==> src/rtl/imem_arb_pkg.sv <==
// Shared definitions for the instruction-memory arbiter.
//   owner_e  : which requester won the ROM port in the previous cycle
//   WORD_LSB : number of byte-offset bits dropped by the word-addressed ROM
package imem_arb_pkg;

  typedef enum logic [1:0] {
    OWN_NONE = 2'b00,
    OWN_IF   = 2'b01,
    OWN_DBG  = 2'b10
  } owner_e;

  localparam int WORD_LSB = 2;

  // True when a byte address does not sit on a word boundary.
  function automatic logic is_misaligned(input logic [WORD_LSB-1:0] byte_off);
    return |byte_off;
  endfunction

endpackage

==> src/rtl/imem_arbiter.sv <==
// imem_arbiter
// Shares the combinational read port of the instruction ROM between the IF
// stage (primary) and the debug/test-dump reader (secondary). The ROM output is
// registered, so every grant yields a response exactly one cycle later.
// IF has priority; a saturating starvation counter forces a debug grant after
// STARVE_MAX-1 consecutive denied debug cycles.
//
// Ports
//   clk, rst_n        clock, asynchronous active-low reset
//   if_req/if_addr    IF read request and byte address
//   if_flush          blocks a new IF grant in this cycle
//   if_gnt            IF request accepted (combinational)
//   if_rvalid/rdata   IF response (registered)
//   if_misalign       granted IF address was not word aligned (registered)
//   dbg_req/dbg_addr  debug read request; held stable until dbg_gnt
//   dbg_gnt           debug request accepted (combinational)
//   dbg_rvalid/rdata  debug response (registered)
//   mem_raddr         address to the ROM, 0 when nothing is granted
//   mem_rdata         combinational read data from the ROM
module imem_arbiter
  import imem_arb_pkg::*;
#(
  parameter int ADDR_WIDTH = 13,
  parameter int DATA_WIDTH = 32,
  parameter int STARVE_MAX = 8
) (
  input  logic                  clk,
  input  logic                  rst_n,
  input  logic                  if_req,
  input  logic [ADDR_WIDTH-1:0] if_addr,
  input  logic                  if_flush,
  output logic                  if_gnt,
  output logic                  if_rvalid,
  output logic [DATA_WIDTH-1:0] if_rdata,
  output logic                  if_misalign,
  input  logic                  dbg_req,
  input  logic [ADDR_WIDTH-1:0] dbg_addr,
  output logic                  dbg_gnt,
  output logic                  dbg_rvalid,
  output logic [DATA_WIDTH-1:0] dbg_rdata,
  output logic [ADDR_WIDTH-1:0] mem_raddr,
  input  logic [DATA_WIDTH-1:0] mem_rdata
);

  localparam int CNT_W = (STARVE_MAX > 2) ? $clog2(STARVE_MAX) : 1;
  localparam logic [CNT_W-1:0] CNT_MAX = CNT_W'(STARVE_MAX - 1);

  owner_e           owner;
  owner_e           owner_next;
  logic [CNT_W-1:0] starve_cnt;
  logic [CNT_W-1:0] starve_cnt_next;
  logic             if_ok;
  logic             dbg_live;
  logic             force_dbg;

  // Arbitration and next-state. Requests are qualified with rst_n so that no
  // grant (and no ROM address) escapes while the block is held in reset.
  always_comb begin
    if_ok           = if_req & ~if_flush & rst_n;
    dbg_live        = dbg_req & rst_n;
    force_dbg       = dbg_live & (starve_cnt == CNT_MAX);
    dbg_gnt         = dbg_live & (~if_ok | force_dbg);
    if_gnt          = if_ok & ~dbg_gnt;

    mem_raddr       = '0;
    if (if_gnt) begin
      mem_raddr = if_addr;
    end else if (dbg_gnt) begin
      mem_raddr = dbg_addr;
    end

    // Owner records this cycle's winner; it becomes the response-valid state.
    owner_next      = OWN_NONE;
    case (owner)
      OWN_NONE, OWN_IF, OWN_DBG: begin
        if (dbg_gnt) begin
          owner_next = OWN_DBG;
        end else if (if_gnt) begin
          owner_next = OWN_IF;
        end
      end
      default: owner_next = OWN_NONE;
    endcase

    // Count consecutive denied debug cycles; any grant or idle cycle clears it.
    starve_cnt_next = '0;
    if (dbg_live && !dbg_gnt) begin
      starve_cnt_next = (starve_cnt == CNT_MAX) ? CNT_MAX : starve_cnt + 1'b1;
    end
  end

  always_ff @(posedge clk or negedge rst_n) begin
    if (!rst_n) begin
      owner      <= OWN_NONE;
      starve_cnt <= '0;
    end else begin
      owner      <= owner_next;
      starve_cnt <= starve_cnt_next;
    end
  end

  // Response data: only the winner's word register loads; the loser keeps its
  // last value. Misalignment is flagged only alongside an IF response.
  always_ff @(posedge clk or negedge rst_n) begin
    if (!rst_n) begin
      if_rdata    <= '0;
      dbg_rdata   <= '0;
      if_misalign <= 1'b0;
    end else begin
      if_misalign <= 1'b0;
      case (owner_next)
        OWN_IF: begin
          if_rdata    <= mem_rdata;
          if_misalign <= is_misaligned(if_addr[WORD_LSB-1:0]);
        end
        OWN_DBG: dbg_rdata <= mem_rdata;
        default: ;
      endcase
    end
  end

  // The owner register doubles as the response-valid flags.
  assign if_rvalid  = (owner == OWN_IF);
  assign dbg_rvalid = (owner == OWN_DBG);

  a_one_grant : assert property (@(posedge clk) disable iff (!rst_n)
    !(if_gnt && dbg_gnt));

  a_one_rvalid : assert property (@(posedge clk) disable iff (!rst_n)
    !(if_rvalid && dbg_rvalid));

  a_idle_addr : assert property (@(posedge clk) disable iff (!rst_n)
    (!if_gnt && !dbg_gnt) |-> (mem_raddr == '0));

endmodule
==> config.mk <==
export PLATFORM = sky130hd
export DESIGN_NAME = imem_arbiter
export DESIGN_NICKNAME = d
export VERILOG_FILES = /design/src/rtl/imem_arb_pkg.sv /design/src/rtl/imem_arbiter.sv
export SDC_FILE = /design/constraint.sdc
export NUM_CORES = 1
export LEC_CHECK = 0
export CORE_MARGIN = 2
export CORE_UTILIZATION = 35
export CTS_CLUSTER_DIAMETER = 60
export DETAILED_ROUTE_END_ITERATION = 8
export GPL_TIMING_DRIVEN = 0
export PLACE_DENSITY = 0.72
export SKIP_LAST_GASP = 1
export SLEW_MARGIN = 10
export SYNTH_ARGS = -nofsm -noshare
export SYNTH_HDL_FRONTEND = slang
export SYNTH_SLANG_ARGS = --single-unit
==> constraint.sdc <==
create_clock -name clk -period 2.4 [get_ports clk]
set_clock_uncertainty 0.05 [all_clocks]
set_input_delay 0.48 -clock clk [delete_from_list [all_inputs] [get_ports clk]]
set_output_delay 0.48 -clock clk [all_outputs]
set_load 0.02 [all_outputs]
==> metrics.yaml <==
clock_tree:
  h-tree-depth: 3
  cts_sinks: 70
  clk_path_buf_depth: 2
  cts_root_buf: "clkbuf_8"
  cts_made_buffers: 9
  cts_tree: "done"
  insertion_delay_ps: 330
  clk_pin_slew_ps: 80
global_route:
  antenna_found_initial: 0
  grtUsageTotal_pct: 15.62
  grt_pass1_vias: 2132
  grt_max_degree: 36
  grt_first_pass_wirelength_um: 10630
  grt-ovfl-total: 0
floorplanning:
  core_area_sq_mm: 0.007727
  die_h_um: 93.37
  start_util_pct: 36.17
  ioPinCount: 145
  die_area_sq_mm: 0.008717
  rows: 32
  die_w_um: 93.37
layout:
  area_growth_pct: 65.71
  drive_gt1_share_pct: 32.75
  diodes: 0
  layoutNonFillerInstCount: 444
  final_common_cell: "clkdlybuf4s50_1"
  final_cell_mix: "clkdlybuf4s50_1 (126), dfrtp_1 (70), mux2_2 (63)"
  layout.nets: 401
placed_design:
  routabilityCongestion: 0.7468
  placed_cells: 425
  hpwl_um: 4952
  io_buffers: 144
setup_path:
  r2r-end: "dbg_rdata[11]"
  start_kind: "primary input"
  ff2ff_path_depth: 5
  worst_ep_arrival_time_ps: 1790
  path_cells: "clkdlybuf4s50_1, and3b_2, and2_4, buf_6, clkdlybuf4s15_1"
  startpoint: "if_req"
  reg2reg_from: "starve_cnt[0]"
  crit_fanout: 10
  cp-end-kind: "output port"
  crit_type: "in -> out"
  regToRegSetupSlack_ps: 510
  critical_path.slowest_cell: "clkdlybuf4s50_1"
  cpPeakStageDelay_ps: 480
  required_ps: 1870
synthesis:
  synthDistinctLibCells: 21
  synth_fa_ha_area_share_pct: 0.4476
  synth_area_sq_mm: 0.002795
  synth_top_family_by_area: "multiplexers"
  synth_cells: 178
  yosysTopAreaCell: "dfrtp_1"
  seq_area_frac_synth_pct: 62.67
  synth_compound_area_share_pct: 5.192
  synthTopCellsByArea: "dfrtp_1 (63%), mux2_2 (25%), a22o_1 (4.1%), buf_6 (1.2%), a221oi_4 (0.94%)"
  yosys_warnings: 0
  syn-num-nets: 242
  synthMuxAreaShare_pct: 25.78
  synth-xor-area-share_pct: 0
  syn_avg_cell_area_sq_um: 15.70
  yosys.area.top_type_share_pct: 62.67
  synth-simple-area-share_pct: 3.402
  ys_seq_elements: 70
timing:
  tns_ps: 0
  relSlewSlack_pct: 69.08
  setup_viol: 0
  final_hold_viol_count: 0
  worst_pin_slew_ps: 463.8
  rsz0062_at_grt: "false"
  slew_viol_final: 0
  period_share_pct: 96.84
  fmax_mhz: 430.2
  post-route-min-period_ps: 2324
power_and_ir_drop:
  max-vdd-ir-drop_v: 0.0004377
  p_leak_uw: 0.001991
  finalPower_uw: 3682
  power_density_mw_per_mm2: 794.9
routing:
  drt_first_iter_violations: 27
  ant_nets: 0
  wire_per_inst_um: 15.65
  wirelength_um: 6947
  vias: 2078
  drt_first_pass_iters: 4
  drcViolationCount: 0
  via_per_inst: 4.680
status:
  status: "completed"
hold_path:
  hold_path.class: "in -> async"
job:
  cap_violations: 0
-- cell type report --
type	instances	area, sq um
plain buffers	8	71.32
clock buffers	10	127.6
clock inverters	6	95.09
fillers	643	3095
inverters	2	7.507
multi-input cells	97	1003
flip-flops and latches	70	1752
well taps	102	127.6
repair buffers	149	1448
-- cells in the mapped netlist --
cell type  count
dfrtp_1       70
nor3_1         2
nand2_1        4
nor3b_1        1
inv_1          2
and2_1         1
clkbuf_1       1
a21oi_1        1
a221oi_4       1
buf_6          3
a22o_1        13
and3b_1        1
nand3_1        1
nor2b_2        1
mux2_2        63
ha_1           1
mux2_1         1
buf_2          5
nor2_1         3
nand3_2        1
nor2b_1        2
-- sequential cells by signal, indices dropped and copies added, names as in the netlist --
register and cells:
starve_cnt 3, if_rdata 32, owner 2, dbg_rdata 32
if_misalign 1
-- power by group --
part	leakage [uW]	internal, uW	total (uW)	switching [uW]
logic	0.00104	637	1150	511
clock network	0.000111	595	1050	453
registers	0.000837	1390	1490	101
-- worst max-delay path, delay by kind of cell --
kind | cells | cell delay, ps
buffers and inverters | 3 | 920
AND/OR/NAND/NOR | 2 | 380
-- stage by stage --
| stage | hold WS (ps) | area [sq um] | setup WS [ps] | util [%] |
|---|---|---|---|---|
| 2_1_floorplan | 134.4 | 2795 | 356.4 | - |
| 3_3_place_gp | 377.3 | 4364 | -3697 | 56.48 |
| 3_5_place_dp | 388.6 | 4382 | -775.7 | 56.70 |
| 4_1_cts | 46.26 | 4652 | -20.36 | 60.20 |
| 5_1_grt | 60.51 | 4632 | 5.406 | 59.94 |
| 6_report | 60.16 | 4632 | 75.76 | 59.94 |
-- layer usage --
metal / global-route usage, % / part of all wire (%) / up-vias
met3: 4.029 / 6.1 / 10
met5: 0 / 0 / -
met2: 25.42 / 50 / 77
met1: 20.08 / 42 / 1029
met4: 5.882 / 1.2 / 0
li1: - / - / 962
-- cells by family after synthesis --
| logic type | Yosys count |
|---|---|
| multiplexers | 64 |
| AND/OR/NAND/NOR | 17 |
| adder cells (fa/ha/maj) | 1 |
| flip-flops | 70 |
| AO/OA/AOI/OAI | 15 |
| buffers and inverters | 11 |
-- timing repair --
item / CTS / global route
hold buffers: 1 / 0
buffers inserted: 3 / 0
gates cloned: 0 / 0
endpoints found under the setup margin: 15 / 15
resized for setup: 57 / 13
hold endpoints to repair: 35 / 0
-- how the worst max path moves through the flow --
stage                               end  slack [ps]
after floorplan           mem_raddr[10]         360
after global placement     mem_raddr[4]       -3700
after detailed placement   mem_raddr[6]        -780
after CTS                 mem_raddr[10]         -20
after global routing             if_gnt           5
final                            if_gnt          80
(Power assumes the default switching activity.)
